File: src/rtl/z80bd_intctl.sv
// Z80 board interrupt controller: merges the 16550 INTR with a periodic tick onto INT,
// supplies the IM2 vector during acknowledge and exposes one control/status I/O port.
module z80bd_intctl #(
  parameter int          TICK_DIV = 480000,
  parameter logic [7:0]  CTL_PORT = 8'h12,
  parameter logic [7:0]  VEC_BASE = 8'hE0
) (
  input  logic       CLK_24MHz,
  input  logic       RES,
  input  logic [7:0] A_LO,
  input  logic       IORQ,
  input  logic       M1,
  input  logic       RD,
  input  logic       WR,
  input  logic [7:0] D_IN,
  output logic [7:0] D_OUT,
  output logic       D_OE,
  input  logic       U_INT,
  output logic       INT
);

  // state | meaning
  // IDLE  | INT follows the merged request; waiting for an acknowledge
  // ACK   | vector driven onto the bus, INT held high
  // DONE  | bus released; clears TPEND if the tick was acknowledged
  typedef enum logic [1:0] {IDLE, ACK, DONE} state_t;

  localparam int CW = (TICK_DIV > 2) ? $clog2(TICK_DIV) : 1;
  localparam logic [CW-1:0] CNT_MAX = CW'(TICK_DIV - 1);

  logic [1:0] iorq_sy, m1_sy, rd_sy, wr_sy, uint_sy;
  logic       wr_prev;
  logic       iorq_s, m1_s, rd_s, wr_s, ureq;

  always_ff @(posedge CLK_24MHz or negedge RES) begin
    if (!RES) begin
      iorq_sy <= 2'b11;
      m1_sy   <= 2'b11;
      rd_sy   <= 2'b11;
      wr_sy   <= 2'b11;
      uint_sy <= 2'b00;
      wr_prev <= 1'b1;
    end else begin
      iorq_sy <= {iorq_sy[0], IORQ};
      m1_sy   <= {m1_sy[0], M1};
      rd_sy   <= {rd_sy[0], RD};
      wr_sy   <= {wr_sy[0], WR};
      uint_sy <= {uint_sy[0], U_INT};
      wr_prev <= wr_sy[1];
    end
  end

  assign iorq_s = iorq_sy[1];
  assign m1_s   = m1_sy[1];
  assign rd_s   = rd_sy[1];
  assign wr_s   = wr_sy[1];
  assign ureq   = uint_sy[1];

  logic io_sel, wr_stb, rd_act, ack_req;
  assign io_sel  = !iorq_s && m1_s && (A_LO == CTL_PORT);
  assign wr_stb  = io_sel && !wr_s && wr_prev;
  assign rd_act  = io_sel && !rd_s;
  assign ack_req = !m1_s && !iorq_s;

  logic [CW-1:0] cnt;
  logic          wrap;
  assign wrap = (cnt == CNT_MAX);

  always_ff @(posedge CLK_24MHz or negedge RES) begin
    if (!RES) cnt <= '0;
    else      cnt <= wrap ? '0 : cnt + CW'(1);
  end

  state_t     state, state_nxt;
  logic [2:0] winner, winner_nxt;
  logic       int_nxt;
  logic       uen, ten, tpend, ovr;
  logic       req_u, req_t, tick_set, done_clr;
  logic [7:0] status, vec;
  logic       rd_oe_q;
  logic [7:0] rd_data_q;
  logic       unused_din;

  assign unused_din = ^D_IN[6:2];
  assign req_u    = uen & ureq;
  assign req_t    = ten & tpend;
  assign tick_set = wrap & ten;
  assign done_clr = (state == DONE) && (winner == 3'd1);
  assign status   = {1'b0, ovr, tpend, ureq, 2'b00, ten, uen};
  assign vec      = VEC_BASE | {4'b0000, winner, 1'b0};

  // A wrap always beats a simultaneous clear, and leaves OVR out of the clear.
  always_ff @(posedge CLK_24MHz or negedge RES) begin
    if (!RES) begin
      uen   <= 1'b0;
      ten   <= 1'b0;
      tpend <= 1'b0;
      ovr   <= 1'b0;
    end else begin
      if (wr_stb) {ten, uen} <= D_IN[1:0];
      if (tick_set) begin
        tpend <= 1'b1;
        ovr   <= ovr | tpend;
      end else if (wr_stb && D_IN[7]) begin
        tpend <= 1'b0;
        ovr   <= 1'b0;
      end else if (done_clr) begin
        tpend <= 1'b0;
      end
    end
  end

  always_ff @(posedge CLK_24MHz or negedge RES) begin
    if (!RES) begin
      rd_oe_q   <= 1'b0;
      rd_data_q <= 8'h00;
    end else begin
      rd_oe_q   <= rd_act;
      rd_data_q <= rd_act ? status : 8'h00;
    end
  end

  always_ff @(posedge CLK_24MHz or negedge RES) begin
    if (!RES) begin
      state  <= IDLE;
      winner <= 3'd7;
      INT    <= 1'b1;
    end else begin
      state  <= state_nxt;
      winner <= winner_nxt;
      INT    <= int_nxt;
    end
  end

  always_comb begin
    state_nxt  = state;
    winner_nxt = winner;
    int_nxt    = 1'b1;
    case (state)
      IDLE: begin
        if (ack_req) begin
          state_nxt  = ACK;
          winner_nxt = req_u ? 3'd0 : (req_t ? 3'd1 : 3'd7);
        end else begin
          int_nxt = ~(req_u | req_t);
        end
      end
      ACK:     if (m1_s || iorq_s) state_nxt = DONE;
      DONE:    state_nxt = IDLE;
      default: state_nxt = IDLE;
    endcase
  end

  assign D_OE  = (state == ACK) | rd_oe_q;
  assign D_OUT = (state == ACK) ? vec : rd_data_q;

endmodule

File: config.mk
export PLATFORM = sky130hd
export DESIGN_NAME = z80bd_intctl
export DESIGN_NICKNAME = d
export VERILOG_FILES = /design/src/rtl/z80bd_intctl.sv
export SDC_FILE = /design/constraint.sdc
export NUM_CORES = 1
export LEC_CHECK = 0
export CORE_MARGIN = 1.5
export CORE_UTILIZATION = 30
export DETAILED_ROUTE_END_ITERATION = 6
export PLACE_DENSITY = 0.58
export RECOVER_POWER = 100
export SYNTH_ARGS = -nofsm -noshare
export SYNTH_HDL_FRONTEND = slang
export SYNTH_SLANG_ARGS = --single-unit
File: constraint.sdc
create_clock -name CLK_24MHz -period 3.17 [get_ports CLK_24MHz]
set_input_delay 0.951 -clock CLK_24MHz [delete_from_list [all_inputs] [get_ports CLK_24MHz]]
set_output_delay 0.951 -clock CLK_24MHz [all_outputs]
set_load 0.03 [all_outputs]
Word-level counts from Yosys, hierarchy flattened

Cells that the tools add are included.

Reductions and logical operators: 18
Bitwise gates (word level): 7
Eq/ne operators: 7
$add $sub $neg: 1
Mux-type cells: 15

Operators by type and width:

| kind                                                 | number |
|---|---|
| adder 19 x 1 -> 19 bit (second input constant)       | 1 |
| equality test 19 bit (second input constant)         | 1 |
| 2-to-1 mux 19 bit                                    | 1 |
| equality test 8 x 5 -> 1 bit (second input constant) | 1 |
| logical AND 1 bit                                    | 8 |
| 2-to-1 mux 8 bit                                     | 1 |
| 2-to-1 mux 1 bit                                     | 7 |
| 2-to-1 mux 7 bit                                     | 1 |
| 2-to-1 mux 3 bit                                     | 2 |
| logical NOT 1 bit                                    | 4 |
| 2-to-1 mux 2 bit                                     | 2 |
| != test 2 bit (second input constant)                | 2 |
| case mux 2 bit (2 select lines)                      | 1 |
| AND reduction 2 bit                                  | 2 |
| AND 1 bit                                            | 3 |
| equality test 3 x 1 -> 1 bit (second input constant) | 1 |
| OR 1 bit                                             | 3 |
| nonzero test 3 bit                                   | 1 |
| equality test 2 x 1 -> 1 bit (second input constant) | 1 |
| equality test 2 bit (second input constant)          | 1 |
| logical NOT 2 bit                                    | 1 |
| nonzero test 2 bit                                   | 1 |
| logical OR 1 bit                                     | 1 |
| inverter 1 bit                                       | 1 |

Register bits: 48
Output and inout bits: 10

Depth between registers and ports, before layout

Word-level depth: 8
Gate-level depth with buffers: 5
Depth with buffers taken out: 5

Least setup slack after synthesis

No wires, ideal clock.

Path type: reg2out
Start: reg state[1]
End: out D_OUT[3]
Stages on the path, launching flop included: 5
Buffers on the path: 2
Data arrival time: 1.408 ns
Data required time: 2.219 ns
Path slack: 0.811 ns
Cell sequence: dfrtp_1 > nand2b_1 > clkbuf_1 > nor2_1 > buf_4

Longest elaborated chain between the ends: 2

Ends and longest elaborated chain:

| what                         | line | RTL |
|---|---|---|
| start, declared              | 74   | `state_t state, state_nxt;` |
| start signal, assigned       | 129  | `state <= state_nxt;` |
| equality test 2 x 1 -> 1 bit | 155  | `assign D_OUT = (state == ACK) ? vec : rd_data_q;` |
| 2-to-1 mux 8 bit             | 155  |  |
| end, declared                | 16   | `output logic [7:0] D_OUT,` |

Every way passes these cells.

Final worst setup path

Start: reg state[1]
End: out D_OUT[1]

Same word-level chain as after synthesis.

==> reports/results.txt <==
Worst Tran Pin Value: 1.40 ns
Pre-CTS setup slack: 0.371 ns
Fin crit period: 2.92 ns
R2R depth: 5
Syn_area_per_cell: 12.0 um^2
Final GP Congestion: 0.742
Slew HR: 5.82%
FMAX: 0.342 GHz
CP peak stage delay: 0.59 ns
Core ar.: 0.00631 mm^2
Hold Vio Cnt, Final: 0
Psw: 0.243 mW
Number of fillers in the final layout: 651
Row count: 29
Reg2reg start: cnt[0]
Power share of the clock group: 34.2%
Commonest non-fill, non-tap cell in the layout: dfrtp_1
Final wirelength: 3380 um
Switching share of power: 23.7%
Req. time, crit path: 2.22 ns
Worst Path Buf+Inv: 1
Vias per cell: 4.71
Distinct cells, synth: 43
Multi-input gate area: 708 um^2
Starting Density: 30.9%
Placed Area: 0.00230 mm^2
Die ar.: 0.00699 mm^2
Root Driver: clkbuf_8
Crit path launch: state[1]
Die width: 83.6 um
Status: finished, final reports clean
Critical Path Slowest Stage Cell: clkdlybuf4s50_1
Worst hold slack: 0.359 ns
Flop-to-flop setup slack: 0.63 ns
Combinational power share: 7.0%
RSZ-0062 raised after global routing: no
Static Leakage: 0.999 nW
Cell internal pwr: 0.782 mW
Sequential cell area: 0.00114 mm^2
Layout area overhead: 19.3%
Post-route cell area: 0.00233 mm^2
Crit path to: D_OUT[1]
Register area share after synthesis: 58.5%
Ant. Diodes: 0
Syn_nets: 187
Clock slew at reported path FFs: 0.08 ns
Pin count of the biggest net entering global routing: 25
Setup TNS: 0 ns
H-tree levels: 2
Type of origin of the critical path: flop
Sequential power share: 58.8%
Clk Latency, worst-skew pair: 0.30 ns
Synth Instances: 163
Crit Path Category: reg2out
Arrival time worst endpoint: 1.97 ns
Pwr dens: 440 mW/mm^2
Crit end category: output pin
Max Cap Viol: 0
GRT overflow: 0
HPWL after DPL: 2460 um
Share of cells above drive strength 1: 12.2%
Sink Count: 45
Final core utilization: 36.9%
Critical-path cell list: nand2b_1 -> mux2_2 -> clkdlybuf4s50_1
Clk_skew: 0.00632 ns
Hold Buf Count CTS: 0
Hold Crit Class: reg2reg
Initial antenna violation count: 0
Post-cts resize count: 0
Synthesized area: 0.00195 mm^2
Setup bufs post-CTS: 0
RR Endpoint: cnt[7]
Setup WS post-layout: 0.249 ns
WL/cell: 12.4 um
Num CTS Buffers: 5
Die Y: 83.6 um
Port Buffers: 27
Commonest cells after routing, fill and taps aside: 33 x dfrtp_1, 18 x nor2_1, 15 x dlygate4sd3_1, 11 x clkdlybuf4s50_1, 10 x dfstp_2
First-pass GRT wire length: 5960 um
Drt first pass iters: 4
Setup violators final: 0
Total Nets Final: 219
Via count: 1287
Pins Over Slew Limit: 0
Max FO, Critical Path: 9
Gr usage total: 10.6%
Synth Register Bits: 45
DRC: 0
Final worst path period share: 92.2%
Syn. warnings: 0
ANT nets after route: 0
Top delay family on crit path: buffers and inverters
VDD IR max: 0.000249 V
Detailed router's first-iteration violation count: 45
Critical path depth: 3
CTS tree: built
Vias in the first global route: 1296
Io pins: 33
Clk buf depth: 2
-- power groups by stage --
stage / clock [mW] / combinational (mW) / sequential (mW)
after detailed placement: 0 / 0.0800 / 0.614
after CTS: 0.370 / 0.0800 / 0.603
after floorplan: 0 / 0.0337 / 0.612
after global routing: 0.390 / 0.0794 / 0.604
final: 0.351 / 0.0714 / 0.602
after global placement: 0 / 0.0794 / 0.613
-- layout make-up --
class	count	area share, %
inverter	7	1.13
clock inverter	2	0.645
tap	77	4.14
clock buffer	6	3.12
sequential	45	49.0
timing repair buffer	28	11.5
multi-input combinational	108	30.4
-- per-stage QoR --
| step | std cells | total power [mW] |
|---|---|---|
| after floorplan | 163 | 0.645 |
| after global placement | 265 | 0.693 |
| after detailed placement | 265 | 0.694 |
| after CTS | 273 | 1.05 |
| after global routing | 273 | 1.07 |
| final | 273 | 1.02 |
-- logic make-up (layout without fill, tap and decap cells) --
kind of cell               Yosys count  after routing  synth area share, %
and+or+nand+nor                     76             76                 24.8
adders and majority gates            1              1                0.641
buffers and inverters               10             43                 2.31
xor gates and xnor gates            13             13                 5.84
DFF                                 45             45                 58.5
muxes                                6              6                 3.66
AOI/OAI and AO/OA                   12             12                 4.23
-- synthesized netlist by cell type --
cell type  count  share of area, %
nand4_1        3              0.96
buf_4          2              0.77
o31ai_1        2              0.77
o21ai_0        4               1.0
a21o_1         1              0.39
mux2i_1        3               1.5
a22oi_1        1              0.39
nor2_1        18               3.5
nor4_2         1              0.64
dfrtp_1       33                42
xor2_1         7               3.1
and2_1         6               1.9
nor4b_1        2              0.90
ha_1           1              0.64
a31oi_1        1              0.32
or4_1          1              0.39
and4_1         1              0.45
inv_1          7               1.3
mux2_2         1              0.58
mux2_4         2               1.5
nand4b_1       1              0.45
nor4bb_1       1              0.51
and3_1         4               1.3
a21oi_1        1              0.26
clkbuf_1       1              0.19
xnor2_1        6               2.7
nand4_2        1              0.64
nor4b_4        1               1.2
nor4_1         2              0.64
nand2b_1       4               1.3
or2_2          1              0.32
a41oi_1        1              0.45
nand2_1        8               1.5
and4bb_2       1              0.64
dfstp_2       12                16
nand3_1        7               1.8
a211oi_2       1              0.64
nor3_1         7               1.8
or3b_4         1              0.58
nor2b_1        1              0.32
nor3b_1        1              0.39
nor4_4         2               2.2
nand3_2        1              0.51
-- how the worst min path moves through the flow --
stage | endpoint | cells after the start | slack [ns] | from
6_report | uint_sy[1] | 0 | 0.36 | uint_sy[0]
5_1_grt | m1_sy[1] | 0 | 0.37 | m1_sy[0]
4_1_cts | iorq_sy[1] | 0 | 0.36 | iorq_sy[0]
3_5_place_dp | uint_sy[1] | 0 | 0.35 | uint_sy[0]
3_3_place_gp | uint_sy[1] | 0 | 0.34 | uint_sy[0]
2_1_floorplan | uint_sy[1] | 0 | 0.33 | uint_sy[0]
-- per-layer routing --
layer / GRT usage, % / part of all wire (%)
met1: 13.8 / 47
met3: 2.97 / 4.1
met4: 4.02 / 1.1
met2: 16.9 / 48
met5: 0 / 0
-- state kept, by name (all words and copies together) (netlist names), 2 cells and up --
| name | flops |
|---|---|
| rd_sy | 2 |
| uint_sy | 2 |
| winner | 2 |
| wr_sy | 2 |
| iorq_sy | 2 |
| rd_data_q | 5 |
| state | 2 |
| cnt | 19 |
| m1_sy | 2 |
(Power assumes the default switching activity.)
